--- config.mk ---
export PLATFORM = sky130hd
export DESIGN_NAME = dec_lut_result_collector
export DESIGN_NICKNAME = d
export VERILOG_FILES = /design/src/rtl/dec_lut_result_collector.sv
export SDC_FILE = /design/constraint.sdc
export NUM_CORES = 1
export LEC_CHECK = 0
export BUFFER_PORTS_ARGS = -buffer_cell sky130_fd_sc_hd__buf_2
export CORE_ASPECT_RATIO = 0.7
export CORE_UTILIZATION = 30
export CTS_CLUSTER_DIAMETER = 60
export DETAILED_ROUTE_END_ITERATION = 7
export PLACE_DENSITY = 0.53
export SLEW_MARGIN = 0
export SYNTH_ARGS = -nofsm -noshare
export SYNTH_HDL_FRONTEND = slang
export SYNTH_SLANG_ARGS = --single-unit
--- constraint.sdc ---
create_clock -name clk -period 5.5 [get_ports clk]
set_input_delay 0.275 -clock clk [delete_from_list [all_inputs] [get_ports clk]]
set_output_delay 0.275 -clock clk [all_outputs]
set_load 0.005 [all_outputs]
--- src/rtl/dec_lut_result_collector.sv ---
// Result collector behind the clocked LUT decoder. It captures one result per rising edge of found_i
// into a first-word-fall-through FIFO, and keeps wrapping accept/match counters plus a sticky overflow flag.
module dec_lut_result_collector #(
  parameter int                N_BITS   = 53,
  parameter int                DEPTH    = 4,
  parameter int                CNT_BITS = 16,
  parameter logic [N_BITS-1:0] EXP_VAL  = 53'h0F_FFFF_FFFF_FFFF
) (
  input  logic                    clk,
  input  logic                    rst_n,
  input  logic                    found_i,
  input  logic [N_BITS-1:0]       n_i,
  input  logic                    clr_i,
  output logic                    out_valid,
  input  logic                    out_ready,
  output logic [N_BITS-1:0]       out_n,
  output logic                    out_match,
  output logic [$clog2(DEPTH):0]  fifo_level,
  output logic [CNT_BITS-1:0]     acc_cnt,
  output logic [CNT_BITS-1:0]     match_cnt,
  output logic                    overflow
);

  localparam int AW = $clog2(DEPTH);
  localparam int LW = AW + 1;

  function automatic logic is_expected(input logic [N_BITS-1:0] v);
    return (v == EXP_VAL);
  endfunction

  logic [N_BITS-1:0]   mem_r [DEPTH];
  logic [AW-1:0]       wr_ptr_r;
  logic [AW-1:0]       rd_ptr_r;
  logic [LW-1:0]       level_r;
  logic                found_q_r;
  logic [CNT_BITS-1:0] acc_r;
  logic [CNT_BITS-1:0] match_r;
  logic                ovf_r;

  logic                empty_s;
  logic                full_s;
  logic                cap_s;
  logic                pop_s;
  logic                push_s;
  logic [N_BITS-1:0]   head_s;
  logic [N_BITS-1:0]   out_n_s;
  logic                out_match_s;

  // Capture/handshake decode and the fall-through head view
  always_comb begin
    empty_s     = (level_r == LW'(0));
    full_s      = (level_r == LW'(DEPTH));
    cap_s       = found_i & ~found_q_r;
    pop_s       = ~empty_s & out_ready;
    // A full FIFO still accepts when the head leaves in the same cycle
    push_s      = cap_s & (~full_s | pop_s);
    head_s      = mem_r[rd_ptr_r];
    out_n_s     = '0;
    out_match_s = 1'b0;
    if (empty_s) begin
      out_n_s     = '0;
      out_match_s = 1'b0;
    end else begin
      out_n_s     = head_s;
      out_match_s = is_expected(head_s);
    end
  end

  // Entry storage; contents are don't-care until written
  always_ff @(posedge clk) begin
    if (push_s) begin
      mem_r[wr_ptr_r] <= n_i;
    end
  end

  // Edge detector, pointers and occupancy
  always_ff @(posedge clk or negedge rst_n) begin
    if (!rst_n) begin
      found_q_r <= 1'b0;
      wr_ptr_r  <= '0;
      rd_ptr_r  <= '0;
      level_r   <= '0;
    end else begin
      found_q_r <= found_i;
      if (push_s) begin
        wr_ptr_r <= wr_ptr_r + AW'(1);
      end
      if (pop_s) begin
        rd_ptr_r <= rd_ptr_r + AW'(1);
      end
      case ({push_s, pop_s})
        2'b10:   level_r <= level_r + LW'(1);
        2'b01:   level_r <= level_r - LW'(1);
        default: level_r <= level_r;
      endcase
    end
  end

  // Statistics; clear outranks counting and overflow marking in the same cycle
  always_ff @(posedge clk or negedge rst_n) begin
    if (!rst_n) begin
      acc_r   <= '0;
      match_r <= '0;
      ovf_r   <= 1'b0;
    end else if (clr_i) begin
      acc_r   <= '0;
      match_r <= '0;
      ovf_r   <= 1'b0;
    end else begin
      if (push_s) begin
        acc_r <= acc_r + CNT_BITS'(1);
        if (is_expected(n_i)) begin
          match_r <= match_r + CNT_BITS'(1);
        end
      end
      if (cap_s & ~push_s) begin
        ovf_r <= 1'b1;
      end
    end
  end

  assign out_valid  = ~empty_s;
  assign out_n      = out_n_s;
  assign out_match  = out_match_s;
  assign fifo_level = level_r;
  assign acc_cnt    = acc_r;
  assign match_cnt  = match_r;
  assign overflow   = ovf_r;

endmodule

==> impl_metrics.yaml, run 1 <==
timing:
  max_slew_margin_pct: 26.34
  fin_setup_tns_ns: 0
  fin_crit_sh_pct: 72.99
  worstMarginPinSlew_ns: 1.105
  min_period_ns: 4.014
  fmax_mhz: 249.1
  hold_viol: 0
  finalSetupViolCount: 0
  rsz0062_at_grt: "no"
  finClkSkew_ns: 0.01713
  finalMaxSlewViolations: 0
floorplan:
  chipHeight_um: 158.9
  die-area_mm2: 0.03595
  num_io_pins: 149
  core_mm2: 0.03466
  die_x_um: 226.2
  std_cell_rows: 57
  start_util_pct: 30.45
synth:
  synth_cell_type_count: 37
  seq_area_frac_synth_pct: 70.04
  syn-num-nets: 682
  synth-edff-count: 212
  ys_ff_latch: 253
  syn_area_per_cell_um2: 17.11
  synthFlopType: "edfxtp_1"
  yosysWarningCount: 0
  mappedNetlistArea_mm2: 0.01055
  syn_inst: 617
  async_flop_share_pct: 16.21
setup_path:
  r2r_setup_slack_ns: 2.39
  slowest_delay_ns: 1.15
  crit_chain: "mux4_2 -> nand4b_1 -> or4_1 -> nor2_1 -> and4_1 -> buf_2"
  critical_path_class: "reg2out"
  crit_buf_inv: 1
  crit_family: "simple AND/OR/NAND/NOR gates"
  cp.required_ns: 5.22
  cp_max_fo: 55
  cp_data_arrival_time_ns: 3.74
  crit_slowest_cell: "dfrtp_4"
  cp-end-kind: "primary output"
  crit_path_start_kind: "flop"
clocking:
  cts_inserted_buffers: 26
  cts.sinks: 253
  cts_tree: "built"
  cts_max_level: 1
  clk_latency_ns: 0.53
  cts_resized: 0
  clock_path_buffers: 3
  clk_transition_reported_paths_ns: 0.06
  root_buffer: "clkbuf_16"
hold_path:
  min_path_type: "in2reg"
finish:
  nets: 853
  fin_cells: 1277
  fin_util_pct: 36.70
  drive_gt1_share_pct: 29.35
  final_area_mm2: 0.01272
  area_delta_synth_final_pct: 20.52
placed_design:
  hpwl_um: 17970
  gp_congestion: 0.7558
  port_buffers: 148
  postPlaceCellArea_mm2: 0.01178
  place_inst: 1215
global_route:
  grt_pass1_wl_um: 40480
  grt_max_degree: 57
  grt_pass1_vias: 6275
  grt-ovfl-total: 0
  antenna_found_initial: 4
  grt_util_all_layers_pct: 15.09
pwr:
  power-per-cell-area_mw_per_mm2: 448.2
  leakagePower_nw: 4.470
  peakVddDrop_mv: 0.2161
  total_power_mw: 5.701
route:
  detail-route-antenna-nets: 0
  drt-total-wl_um: 27000
  drt_first_iter_violations: 470
  drtPass1Iterations: 7
  viasPerCell: 4.930
  post_drt_wl_per_cell_um: 21.14
  vias: 6296
  post-route-drc-count: 2
job:
  maxCapViolations: 0
outcome:
  violations: "design-rule violations"
  status: "complete, but fails checks"
[Yosys cell counts (4+ instances only)]
master / n / area, um2
a21oi_1: 19 / 95.09
and2_1: 58 / 362.9
and3_1: 4 / 25.02
buf_2: 8 / 40.04
clkbuf_1: 13 / 48.80
dfrtp_1: 41 / 1026
edfxtp_1: 212 / 6366
ha_1: 6 / 75.07
inv_1: 8 / 30.03
mux4_1: 14 / 367.9
mux4_2: 39 / 878.3
nand2_1: 15 / 56.30
nand3_1: 13 / 65.06
nand4_1: 41 / 256.5
nand4b_1: 4 / 35.03
nor2_1: 22 / 82.58
nor2b_1: 4 / 25.02
nor3_1: 5 / 25.02
nor4_1: 12 / 75.07
o21ai_0: 16 / 80.08
o31ai_1: 6 / 45.04
or3_1: 13 / 81.33
or4_1: 8 / 60.06
xnor2_1: 13 / 113.9
[worst register-to-register path, cell delays in order, from the launching register on]
cell	delay, ns
dfrtp_1	0.51
nor4b_2	0.09
buf_4	0.17
nor2_1	0.59
and2_2	0.93
buf_4	0.47
[power breakdown]
part	internal (mW)	leakage (nW)	switching (mW)	total, mW
Sequential	2.28	2.48	0.236	2.52
Clock	0.932	0.379	0.703	1.63
Combinational	0.793	1.61	0.756	1.55
Total	4.01	4.47	1.69	5.70
[cell usage in the layout, fill, tap and decap left out, types with 3 or more instances in the layout]
cell type,count
xnor2_1,13
nor4_1,12
and4_1,3
clkbuf_1,5
edfxtp_1,212
or4_1,8
or3_1,12
dfrtp_1,39
nand2_1,15
xor2_1,3
mux4_1,14
nand4b_1,4
clkbuf_16,27
nor2_1,22
buf_4,6
and3_1,4
mux2_2,3
clkinv_1,7
a21oi_1,19
nor2b_1,4
nand4_1,41
ha_1,6
inv_1,8
buf_2,148
dlygate4sd3_1,17
nand3_1,13
nor3_1,5
and2_2,4
o31ai_1,6
clkinv_2,4
mux4_2,39
o21ai_0,16
and2_1,54
[sequential cells by signal, summed over array words and instances (netlist names)]
| signal | flops |
|---|---|
| acc_cnt | 16 |
| rd_ptr_r | 2 |
| fifo_level | 3 |
| mem_r | 212 |
| match_cnt | 16 |
| wr_ptr_r | 2 |
| overflow | 1 |
| found_q_r | 1 |
[per-stage QoR]
stage	hold slack, ns	setup WS (ns)
global route	0.008565	1.306
finish	0.01599	1.486
detailed placement	0.4177	2.012
CTS	0.001052	1.421
floorplan	-0.02059	2.704
global placement	0.4136	1.985
[per-layer routing]
metal  share of wire [%]  routed length (um)  vias up  global-route usage [%]
met5               0.089                  24        -                       0
met4                 1.5                 393        4                   2.672
met3                 6.1                1644       26                   3.016
met2                  43               11570      198                   21.75
met1                  50               13370     3243                   23.55
li1                    -                   -     2825                       -
[final timing paths]
check | depth (start not counted) | endpoint | startpoint
max | 6 | out_match | rd_ptr_r[0]
min | 1 | mem_r[3][49] | n_i[49]
max reg2reg | 5 | mem_r[0][30] | fifo_level[0]
min reg2reg | 2 | overflow | overflow
max in group asynchronous | 2 | rd_ptr_r[0] | rst_n
min in group asynchronous | 2 | acc_cnt[14] | rst_n
[layout make-up]
class | instances | area (um2)
fill | 3329 | 21940
sequential | 253 | 7397
multi-input combinational | 328 | 2973
timing repair buffer | 171 | 955.9
clock buffer | 32 | 694.4
tap | 472 | 590.6
clock inverter | 12 | 76.32
inverter | 8 | 30.03
antenna | 1 | 2.502
[kinds of logic after synthesis]
family	Yosys count	share of synthesized area (%)
XOR/XNOR	16	1.328
flip-flops	253	70.04
multiplexers	57	12.22
buffers and inverters	36	1.849
AO/OA/AOI/OAI	44	2.312
AND/OR/NAND/NOR	204	11.35
adder cells (fa/ha/maj)	7	0.9010
[repair_timing]
item | CTS | global route
endpoints found under the hold margin | 96 | 0
setup buffers | 0 | 0
setup endpoints to repair | 0 | 0
hold buffers | 17 | 0
(Power assumes the default switching activity.)
==> run 2: changes to the inputs <==
Settings changed: ABC_AREA set to 1.
Clock period 5.5 ns to 3.95 ns, I/O delays scaled along.
==> run 2 against run 1 <==
The flow now finishes without violations; clock power up 56%; synthesized cell count up 93%; highest routed layer is now met4; largest power group unchanged; utilization up 1.1 points; final cell count up 49%; sequential power up 31%; flip-flop and latch count unchanged; routed wire length up 14%; global-route usage up 0.72 points.
==> impl_metrics.yaml, run 2 <==
global_route:
  grt_util_met2_pct: 23.59
  use_met3_pct: 3.200
  top_usage_layer: "met2"
  grt_util_all_layers_pct: 15.81
  antenna_found_initial: 0
  grt_pass1_vias: 8155
  grt_max_degree: 100
  grt_pass1_wl_um: 48170
  grtUsageMet1_pct: 23.43
  grt-ovfl-total: 0
finish:
  largest_reg_flops: 212
  final_area_mm2: 0.01416
  area_delta_synth_final_pct: 23.33
  fin_util_pct: 37.83
  final_cell_mix: "399 x nand2_1, 212 x edfxtp_1, 148 x buf_2"
  fin_cells: 1902
  regMostFlops: "mem_r"
  drive_gt1_share_pct: 15.22
  nets: 1457
  layout_commonest_cell: "nand2_1"
synth:
  ys_ff_latch: 253
  synthFlopType: "edfxtp_1"
  syn_area_per_cell_um2: 9.640
  synth_top_family_by_area: "simple AND/OR/NAND/NOR gates"
  syn-num-nets: 1256
  synth_compound_area_share_pct: 3.367
  async_flop_share_pct: 16.21
  synth_top_area_share_pct: 55.45
  mappedNetlistArea_mm2: 0.01148
  synthTopCellsByCount: "399 x nand2_1, 212 x edfxtp_1, 140 x inv_1"
  synth_top_area_cell: "edfxtp_1"
  synthMuxAreaShare_pct: 0
  syn_inst: 1191
  yosysWarningCount: 0
  synth-xor-area-share_pct: 0.8391
  synthAdderAreaFrac_pct: 0.8282
  synth_area_leaders: "edfxtp_1 55%, nand2_1 13%, dfrtp_1 8.9%"
  synth_cell_type_count: 31
  yosys.cell_count.top_type: "nand2_1"
  synth-edff-count: 212
  seq_area_frac_synth_pct: 64.39
  yosys.area_share.simple_pct: 23.50
floorplan:
  core_mm2: 0.03743
  die-area_mm2: 0.03907
  start_util_pct: 30.68
  die_x_um: 235.8
  std_cell_rows: 59
  num_io_pins: 149
  chipHeight_um: 165.7
timing:
  finalSetupViolCount: 0
  fin_setup_tns_ns: 0
  hold_viol: 0
  max_slew_margin_pct: 26.99
  rsz0062_at_grt: "no"
  finalMaxSlewViolations: 0
  worstMarginPinSlew_ns: 1.095
  worst_slack_ns: 0.5006
  fmax_mhz: 289.9
  finClkSkew_ns: 0.02126
  fin_crit_sh_pct: 87.33
  min_period_ns: 3.449
  holdWs_ns: 0.04894
hold_path:
  min_path_type: "in2reg"
setup_path:
  cp-end-kind: "primary output"
  critical_path_class: "reg2out"
  cp.required_ns: 3.75
  crit_path_start_kind: "flop"
  cp_max_fo: 99
  cp_data_arrival_time_ns: 3.25
placed_design:
  place_inst: 1794
  gp_congestion: 0.7546
  dp_worst_setup_slack_ns: 1.020
  postPlaceCellArea_mm2: 0.01272
  port_buffers: 148
  hpwl_um: 19550
pwr:
  total_power_mw: 8.980
  leakagePower_nw: 6.118
  peakVddDrop_mv: 0.3717
  power-per-cell-area_mw_per_mm2: 634.2
clocking:
  root_buffer: "clkbuf_16"
  cts.sinks: 253
  cts_max_level: 1
  clk_transition_reported_paths_ns: 0.06
  cts_inserted_buffers: 28
  cts_tree: "built"
  cts_resized: 0
  clock_path_buffers: 3
  clk_latency_ns: 0.56
route:
  drt_first_iter_violations: 533
  drtPass1Iterations: 5
  drt-total-wl_um: 30840
  post_drt_wl_per_cell_um: 16.22
  vias: 8504
  detail-route-antenna-nets: 0
  post-route-drc-count: 0
  viasPerCell: 4.471
outcome:
  status: "complete, no violations"
job:
  maxCapViolations: 0
-- run 2: cell types whose count changed after synthesis, sizes merged, moves of 12 or more --
cell,previous run,this run
nand2,15,399
inv,8,144
nand3,13,118
nor2,22,108
and2,58,1
mux4,53,0
nand4,41,12
a21oi,19,41
buf,15,31
or3,13,0
xnor2,13,0
nor4,12,0
-- run 2: layer usage --
layer	vias to the layer above	routed length (um)
met5	-	0
met4	0	571
met3	29	1657
met2	206	13320
met1	3977	15290
li1	4292	-
-- run 2: power by group --
group	internal [mW]	switching [mW]	total (mW)	leakage [nW]
Combinational	1.02	2.11	3.13	3.21
Clock	1.47	1.08	2.55	0.427
Sequential	3.18	0.119	3.30	2.48
-- run 2: worst max-delay path: stages, from the launching register on --
cell,delay [ns]
dfrtp_4,0.62
inv_4,0.84
nand2_1,0.14
nand3_1,0.11
nand2_1,0.08
nor2_1,0.14
nand2_1,0.09
nor2_1,0.14
nand3_1,0.11
nor2_1,0.22
buf_2,0.16
-- run 2: repair_timing --
item | in CTS | in global routing
hold endpoints to repair | 258 | 0
hold buffers | 56 | 0
buffers inserted | 0 | 0
-- run 2: area by class of cell --
class | instances | area (um2)
antenna | 1 | 2.502
clock buffer | 35 | 748.2
clock inverter | 16 | 132.6
fill | 3735 | 23270
inverter | 145 | 546.8
multi-input combinational | 748 | 3306
sequential | 253 | 7397
tap | 488 | 610.6
timing repair buffer | 216 | 1416
-- run 2: final timing paths --
kind / startpoint / end / slack, ns / depth (start not counted)
max in group asynchronous: rst_n / rd_ptr_r[0] / 2.88 / 2
min reg2reg: overflow / overflow / 0.49 / 1
min in group asynchronous: rst_n / match_cnt[14] / 0.36 / 2
min: out_ready / rd_ptr_r[0] / 0.05 / 5
max: rd_ptr_r[0] / out_match / 0.50 / 10
max reg2reg: fifo_level[0] / mem_r[1][23] / 1.20 / 5
-- run 2: kinds of logic (layout without fill, tap and decap cells) --
logic type,Yosys count,after routing
simple gates,657,657
flops,253,253
buf+inv,190,412
compound gates,73,73
xor+xnor,11,11
fa+ha+maj,7,7
other cells,0,1
